[src/rtl/hallway_tracer_controller.sv]
// -----------------------------------------------------------------------------
// hallway_tracer_controller
//
// Sequences the hallway tracer datapath. Each gameTick received in WAIT
// launches STEPS_PER_TICK pairs of one-cycle move pulses (upper first, then
// lower). Each pulse is issued only when it keeps the tracer inside its
// position bounds and keeps the hallway gap (lower - upper) at or above
// MIN_GAP. A blocked move still uses up its cycle and its step.
// The random tick generator is seeded once per run, and a gameTick that
// arrives while a sequence is running is reported on tickOverrun and dropped.
//
// Ports:
//   clock                   system clock, all state on the rising edge
//   reset_n                 asynchronous active-low reset
//   start                   begin a run (sampled in IDLE)
//   stop                    end a run (latched, honoured in WAIT)
//   gameTick                one-cycle game tick pulse
//   upperTracerPos [6:0]    current upper tracer position
//   lowerTracerPos [6:0]    current lower tracer position
//   upperTracerDir          1 = move down (inc), 0 = move up (dec)
//   lowerTracerDir          same encoding for the lower tracer
//   resetNumberGenerator    one-cycle seed pulse (SEED state)
//   inc/dec_upperHallTracerPos, inc/dec_lowerHallTracerPos  move pulses
//   busy                    high while a move sequence runs
//   tickOverrun             one-cycle pulse when a gameTick is dropped
// -----------------------------------------------------------------------------
module hallway_tracer_controller #(
    parameter int unsigned STEPS_PER_TICK = 2,
    parameter int unsigned MIN_GAP        = 24,
    parameter int unsigned UPPER_MIN      = 0,
    parameter int unsigned UPPER_MAX      = 93,
    parameter int unsigned LOWER_MIN      = 26,
    parameter int unsigned LOWER_MAX      = 119
) (
    input  logic       clock,
    input  logic       reset_n,
    input  logic       start,
    input  logic       stop,
    input  logic       gameTick,
    input  logic [6:0] upperTracerPos,
    input  logic [6:0] lowerTracerPos,
    input  logic       upperTracerDir,
    input  logic       lowerTracerDir,
    output logic       resetNumberGenerator,
    output logic       inc_upperHallTracerPos,
    output logic       dec_upperHallTracerPos,
    output logic       inc_lowerHallTracerPos,
    output logic       dec_lowerHallTracerPos,
    output logic       busy,
    output logic       tickOverrun
);

    typedef enum logic [2:0] {
        ST_IDLE  = 3'd0,
        ST_SEED  = 3'd1,
        ST_WAIT  = 3'd2,
        ST_UPPER = 3'd3,
        ST_LOWER = 3'd4
    } state_t;

    localparam logic        [3:0] L_LAST_STEP = 4'(STEPS_PER_TICK - 1);
    localparam logic signed [7:0] L_MIN_GAP   = 8'(MIN_GAP);
    localparam logic        [6:0] L_UPPER_MIN = 7'(UPPER_MIN);
    localparam logic        [6:0] L_UPPER_MAX = 7'(UPPER_MAX);
    localparam logic        [6:0] L_LOWER_MIN = 7'(LOWER_MIN);
    localparam logic        [6:0] L_LOWER_MAX = 7'(LOWER_MAX);

    state_t     r_state;
    logic [3:0] r_step_cnt;
    logic       r_stop_pending;

    // Gap after a prospective move. Both differences are taken in 8-bit signed
    // arithmetic so that crossed tracers (negative gap) always block the move.
    logic signed [7:0] w_gap_after_upper_inc;
    logic signed [7:0] w_gap_after_lower_dec;
    logic              w_upper_inc_ok;
    logic              w_upper_dec_ok;
    logic              w_lower_inc_ok;
    logic              w_lower_dec_ok;

    // Legality of each of the four candidate moves for the current positions.
    always_comb begin
        w_gap_after_upper_inc = $signed({1'b0, lowerTracerPos})
                              - $signed({1'b0, upperTracerPos}) - 8'sd1;
        w_gap_after_lower_dec = $signed({1'b0, lowerTracerPos}) - 8'sd1
                              - $signed({1'b0, upperTracerPos});
        w_upper_inc_ok = (upperTracerPos < L_UPPER_MAX)
                       && (w_gap_after_upper_inc >= L_MIN_GAP);
        w_upper_dec_ok = (upperTracerPos > L_UPPER_MIN);
        w_lower_inc_ok = (lowerTracerPos < L_LOWER_MAX);
        w_lower_dec_ok = (lowerTracerPos > L_LOWER_MIN)
                       && (w_gap_after_lower_dec >= L_MIN_GAP);
    end

    // Controller FSM: state, step counter and latched stop request.
    always_ff @(posedge clock or negedge reset_n) begin
        if (!reset_n) begin
            r_state        <= ST_IDLE;
            r_step_cnt     <= 4'd0;
            r_stop_pending <= 1'b0;
        end else begin
            case (r_state)
                ST_IDLE: begin
                    // stop is meaningless while idle, so it is not latched here
                    if (start) begin
                        r_state <= ST_SEED;
                    end else begin
                        r_state <= ST_IDLE;
                    end
                end
                ST_SEED: begin
                    if (stop) begin
                        r_stop_pending <= 1'b1;
                    end else begin
                        r_stop_pending <= r_stop_pending;
                    end
                    r_state <= ST_WAIT;
                end
                ST_WAIT: begin
                    // a stop request wins over a simultaneous tick
                    if (r_stop_pending || stop) begin
                        r_state        <= ST_IDLE;
                        r_stop_pending <= 1'b0;
                    end else if (gameTick) begin
                        r_state    <= ST_UPPER;
                        r_step_cnt <= 4'd0;
                    end else begin
                        r_state <= ST_WAIT;
                    end
                end
                ST_UPPER: begin
                    if (stop) begin
                        r_stop_pending <= 1'b1;
                    end else begin
                        r_stop_pending <= r_stop_pending;
                    end
                    r_state <= ST_LOWER;
                end
                ST_LOWER: begin
                    if (stop) begin
                        r_stop_pending <= 1'b1;
                    end else begin
                        r_stop_pending <= r_stop_pending;
                    end
                    if (r_step_cnt == L_LAST_STEP) begin
                        r_state <= ST_WAIT;
                    end else begin
                        r_step_cnt <= r_step_cnt + 4'd1;
                        r_state    <= ST_UPPER;
                    end
                end
                default: begin
                    r_state        <= ST_IDLE;
                    r_step_cnt     <= 4'd0;
                    r_stop_pending <= 1'b0;
                end
            endcase
        end
    end

    // Output decode from the state register; only one tracer state is active
    // at a time and direction selects inc or dec, so moves are mutually
    // exclusive by construction.
    always_comb begin
        resetNumberGenerator   = 1'b0;
        inc_upperHallTracerPos = 1'b0;
        dec_upperHallTracerPos = 1'b0;
        inc_lowerHallTracerPos = 1'b0;
        dec_lowerHallTracerPos = 1'b0;
        busy                   = 1'b0;
        tickOverrun            = 1'b0;
        case (r_state)
            ST_SEED: begin
                resetNumberGenerator = 1'b1;
            end
            ST_UPPER: begin
                busy        = 1'b1;
                tickOverrun = gameTick;
                if (upperTracerDir) begin
                    inc_upperHallTracerPos = w_upper_inc_ok;
                end else begin
                    dec_upperHallTracerPos = w_upper_dec_ok;
                end
            end
            ST_LOWER: begin
                busy        = 1'b1;
                tickOverrun = gameTick;
                if (lowerTracerDir) begin
                    inc_lowerHallTracerPos = w_lower_inc_ok;
                end else begin
                    dec_lowerHallTracerPos = w_lower_dec_ok;
                end
            end
            default: begin
                busy = 1'b0;
            end
        endcase
    end

endmodule

[config.mk]
export PLATFORM = sky130hd
export DESIGN_NAME = hallway_tracer_controller
export DESIGN_NICKNAME = d
export VERILOG_FILES = /design/src/rtl/hallway_tracer_controller.sv
export SDC_FILE = /design/constraint.sdc
export NUM_CORES = 1
export LEC_CHECK = 0
export ABC_AREA = 1
export ABC_CLOCK_PERIOD_IN_PS = 2000
export CAP_MARGIN = 15
export CORE_MARGIN = 2
export CORE_UTILIZATION = 45
export DETAILED_ROUTE_END_ITERATION = 16
export PLACE_DENSITY = 0.78
export RECOVER_POWER = 100
export SYNTH_ARGS = -nofsm -noshare
export SYNTH_HDL_FRONTEND = slang
export SYNTH_SLANG_ARGS = --single-unit
[constraint.sdc]
create_clock -name clock -period 2 [get_ports clock]
set_input_delay 0.4 -clock clock [delete_from_list [all_inputs] [get_ports clock]]
set_output_delay 0.4 -clock clock [all_outputs]
set_load 0.01 [all_outputs]
-- Word-level counts from Yosys, hierarchy flattened
Cells that the tools add are included.
- bits of input ports: 21
- register bits: 8
- bits in read-only memories: 0
- bits in latches: 0
- memories: 0
- RAM bits: 0
- output and inout port bits: 7
- logic and storage cells: 58
- $add $sub $neg: 5
- $mul: 0
- eq/ne operators: 10
- mux-type cells: 23
- reductions and logical operators: 9
- divide/modulo/power cells: 0
- $lt $le $gt $ge: 6
- bitwise logic cells: 2
- shift operators: 0
- operators by type and width (kind ; count):
    >= comparator 8 x 6 -> 1 bit, second input constant ; 2
    two-way mux 1 bit ; 16
    case mux 3 bit (5 select lines) ; 1
    less-than comparator 7 bit, second input constant ; 2
    two-way mux 4 bit ; 3
    case mux 4 bit (3 select lines) ; 1
    != test 2 bit, second input constant ; 4
    subtractor 7 x 1 -> 8 bit, second input constant ; 1
    subtractor 7 x 7 -> 8 bit ; 1
    subtractor 8 x 2 -> 8 bit, second input constant ; 1
    subtractor 8 bit ; 1
    greater-than comparator 7 x 1 -> 1 bit, second input constant ; 1
    greater-than comparator 7 x 5 -> 1 bit, second input constant ; 1
    == test 3 x 2 -> 1 bit, second input constant ; 2
    OR reduction 3 bit ; 2
    adder 4 x 1 -> 4 bit, second input constant ; 1
    == test 4 x 1 -> 1 bit, second input constant ; 1
    AND reduction 4 bit ; 1
    == test 3 x 1 -> 1 bit, second input constant ; 1
    == test 3 bit, second input constant ; 1
    zero test 3 bit ; 1
    case mux 1 bit (3 select lines) ; 1
    AND reduction 3 bit ; 1
    logical AND 1 bit ; 2
    5 further kinds ; 6

-- Depth between registers and ports, before layout
- depth in word-level cells: 6
- gate-level depth with buffers: 12
- depth with buffers taken out: 12

-- Worst setup path after synthesis
No wires, ideal clock.
- path kind: input to output
- from: input port upperTracerPos[0]
- to: output port dec_lowerHallTracerPos
- buffers on the path: 0
- path slack: -0.038 ns
- cell stages on the path: 12
- required time: 1.600 ns
- data arrival time: 1.638 ns
- cells stage by stage: inv_1 ha_1 fa_1 nand2_1 nand2_1 nand3_1 nand2_1 nand2_1 nand2_1 nand3_1 nand2_1 nor2_1
- word-level cells in the longest chain between the ends: 5
- ends and longest elaborated chain (what ; RTL line ; text):
    from (decl) ; 40 ; input logic [6:0] upperTracerPos,
    subtractor 8 bit ; 86 ; - $signed({1'b0, upperTracerPos});
    >= comparator 8 x 6 -> 1 bit ; 92 ; && (w_gap_after_lower_dec >= L_MIN_GAP);
    logical AND 1 bit ; 92 ;
    two-way mux 1 bit ; 188 ; if (lowerTracerDir) begin
    two-way mux 1 bit ; 172 ; case (r_state)
    to (decl) ; 48 ; output logic dec_lowerHallTracerPos,
No other way between the ends.

-- Worst setup path after layout
Ends and elaborated chain as after synthesis.

==> metrics.cfg <==
[run_status]
status = finished, violations left
violations = negative setup slack

[timing]
tns_ns = -0.356
tightest_slew_ns = 0.399
fmax_ghz = 0.459
rsz0062_at_grt = true
fin_crit_ns = 2.18
fin_crit_sh_pct = 109
maxSlewViolCount = 0
whs_ns = 0.498
fin_skew_ns = 0.000522
worst_slew_margin_rel_pct = 73.2
worst_slack_ns = -0.180
hold_violations = 0
setup_viol = 2

[floorplanning]
dieWidth_um = 47.8
rows = 15
start_util_pct = 48.9
fp.dieArea_sq_um = 2280
die_h_um = 47.8
core_sq_um = 1760
pin_count = 28

[setup_path]
required_ns = 1.60
r2r_cells = 5
cp-end-kind = output port
r2r_setup_slack_ns = 0.61
crit_fanout = 2
crit_arrival_ns = 1.78
start_kind = input pin
worstSetupPathType = input pin to output port

[power_and_ir_drop]
combPwrFrac_pct = 59.5
irDropWorstVdd_v = 0.000546
sw_frac_of_total_pct = 42.0
clkPwrFrac_pct = 13.0
power_switching_w = 0.000388
leakage_nw = 0.758
powerDensity_nw_per_um2 = 633
seqPwrFrac_pct = 27.5
internal_power_w = 0.000537

[clock_network]
cts-root-buf = clkbuf_4
cts.sinks = 8
cts_buffers = 3
htreeDepth = 1
clock_latency_ns = 0.25
clock_path_buffers = 2
cts_tree = yes
clkTransAtPathRegs_ns = 0.05

[cells_and_area]
diodes = 0
final_core_util_pct = 82.8
final_cell_area_sq_um = 1460
drive_gt1_share_pct = 37.5
area_growth_pct = 69.4
fin_nets = 217
fillers = 131
layout_common_cells = 22 x nand2_1, 20 x buf_4, 17 x inv_1
layout_commonest_cell = nand2_1

[drt]
wl_met3_um = 74
drtIter0Drc = 15
via_per_inst = 5.13
via_count = 1073
wl_um = 2880
wl_met2_um = 1650
wl_per_cell_um = 13.8
first_pass_iters = 4
drc = 0
drt-met1-wl_um = 1120
dr.max_layer_used = met4
ant_nets = 0

[global_routing]
gr-usage-all-layers_pct = 26.7
overflow = 0
grt_max_degree = 9
antenna_found_initial = 0
grt_pass1_vias = 1085
grt_pass1_wl_um = 4170

[run]
cap_violations = 0

[synthesis]
syn_avg_cell_area_sq_um = 6.43
yosysSeqAreaShare_pct = 23.2
syn-cell-area_sq_um = 862
synth.distinct_cells = 21
synth_nets = 165
syn_inst = 134
ys_seq_elements = 8
yosysWarnings = 0

[place]
dp_worst_setup_slack_ns = -1.03
gp_congestion = 0.765
port_buffers = 27
hpwl_um = 2010
dpl_cell_area_sq_um = 1320

[worst_hold_path]
hold_class = input pin to asynchronous set/reset pin

## cells in the mapped netlist, drive strengths merged
cell    number  area, sq um
nor4         2         12.5
inv         28          105
dfrtp        8          200
nand3b       1         7.51
a21o         1         7.51
a21oi       10         50.1
a41oi        1         8.76
o22ai        2         12.5
o21ai        4         20.0
ha           9          113
fa           1         20.0
nor3         3         15.0
xor2         2         17.5
nand2       31          119
nor2        12         52.6
nand4        1         6.26
o211ai       2         15.0
nand3       16         80.1
## power by group through the flow
| stage | Combinational (W) | Sequential, W | Clock [W] |
|---|---|---|---|
| after floorplan | 0.000290 | 0.000249 | 0 |
| after global placement | 0.000495 | 0.000254 | 0 |
| after detailed placement | 0.000513 | 0.000256 | 0 |
| after CTS | 0.000541 | 0.000253 | 0.000127 |
| after global routing | 0.000619 | 0.000258 | 0.000135 |
| final | 0.000551 | 0.000254 | 0.000120 |
## final timing paths
path                                    from                     end
max                        upperTracerPos[0]  dec_lowerHallTracerPos
min                                  reset_n              r_state[2]
max reg2reg                    r_step_cnt[0]           r_step_cnt[3]
min reg2reg                    r_step_cnt[0]           r_step_cnt[0]
max in group asynchronous            reset_n           r_step_cnt[2]
min in group clock             r_step_cnt[0]           r_step_cnt[0]
## per-stage QoR
step | cells | power [W]
6_report | 209 | 0.000925
2_1_floorplan | 134 | 0.000540
4_1_cts | 209 | 0.000921
3_5_place_dp | 205 | 0.000769
5_1_grt | 209 | 0.00101
3_3_place_gp | 205 | 0.000749
## critical path, cell delays in order
cell     delay [ns]
buf_8          0.08
inv_4          0.03
ha_4           0.15
fa_2           0.35
nand2_2        0.08
nand2_2        0.06
nand3_2        0.06
nand2_1        0.05
nand2_1        0.09
nand2_1        0.08
nand3_2        0.09
nand2_2        0.06
nor2_2         0.07
buf_2          0.13
## sequential cells by signal, summed over array words and instances (netlist names)
signal,count
r_step_cnt,4
r_stop_pending,1
r_state,3
## per-layer routing
| layer | track usage (%) | up-vias |
|---|---|---|
| met1 | 25.3 | 502 |
| li1 | - | 541 |
| met3 | 2.26 | 4 |
| met4 | 11.4 | 0 |
| met5 | 0 | - |
| met2 | 56.0 | 26 |
## area by class of cell
| class | count | area [sq um] | area share, % |
|---|---|---|---|
| multi-input cells | 98 | 706 | 48.3 |
| inverters | 28 | 108 | 7.37 |
| well taps | 25 | 31.3 | 2.14 |
| repair buffers | 47 | 393 | 26.9 |
| flip-flops and latches | 8 | 200 | 13.7 |
| clock buffers | 3 | 22.5 | 1.54 |
## cells by family after synthesis
family | count (synthesis) | share of synthesized area, %
flops | 8 | 23.2
simple gates | 66 | 34.0
xor+xnor | 2 | 2.03
buf+inv | 28 | 12.2
compound gates | 20 | 13.2
fa+ha+maj | 10 | 15.4
## repair_timing
action | CTS | global route
gates cloned | 0 | 0
pin swaps | 17 | 7
endpoints found under the setup margin | 6 | 4
resized for setup | 63 | 16
buffers inserted | 1 | 0
hold buffers | 0 | 0
(Power assumes the default switching activity.)
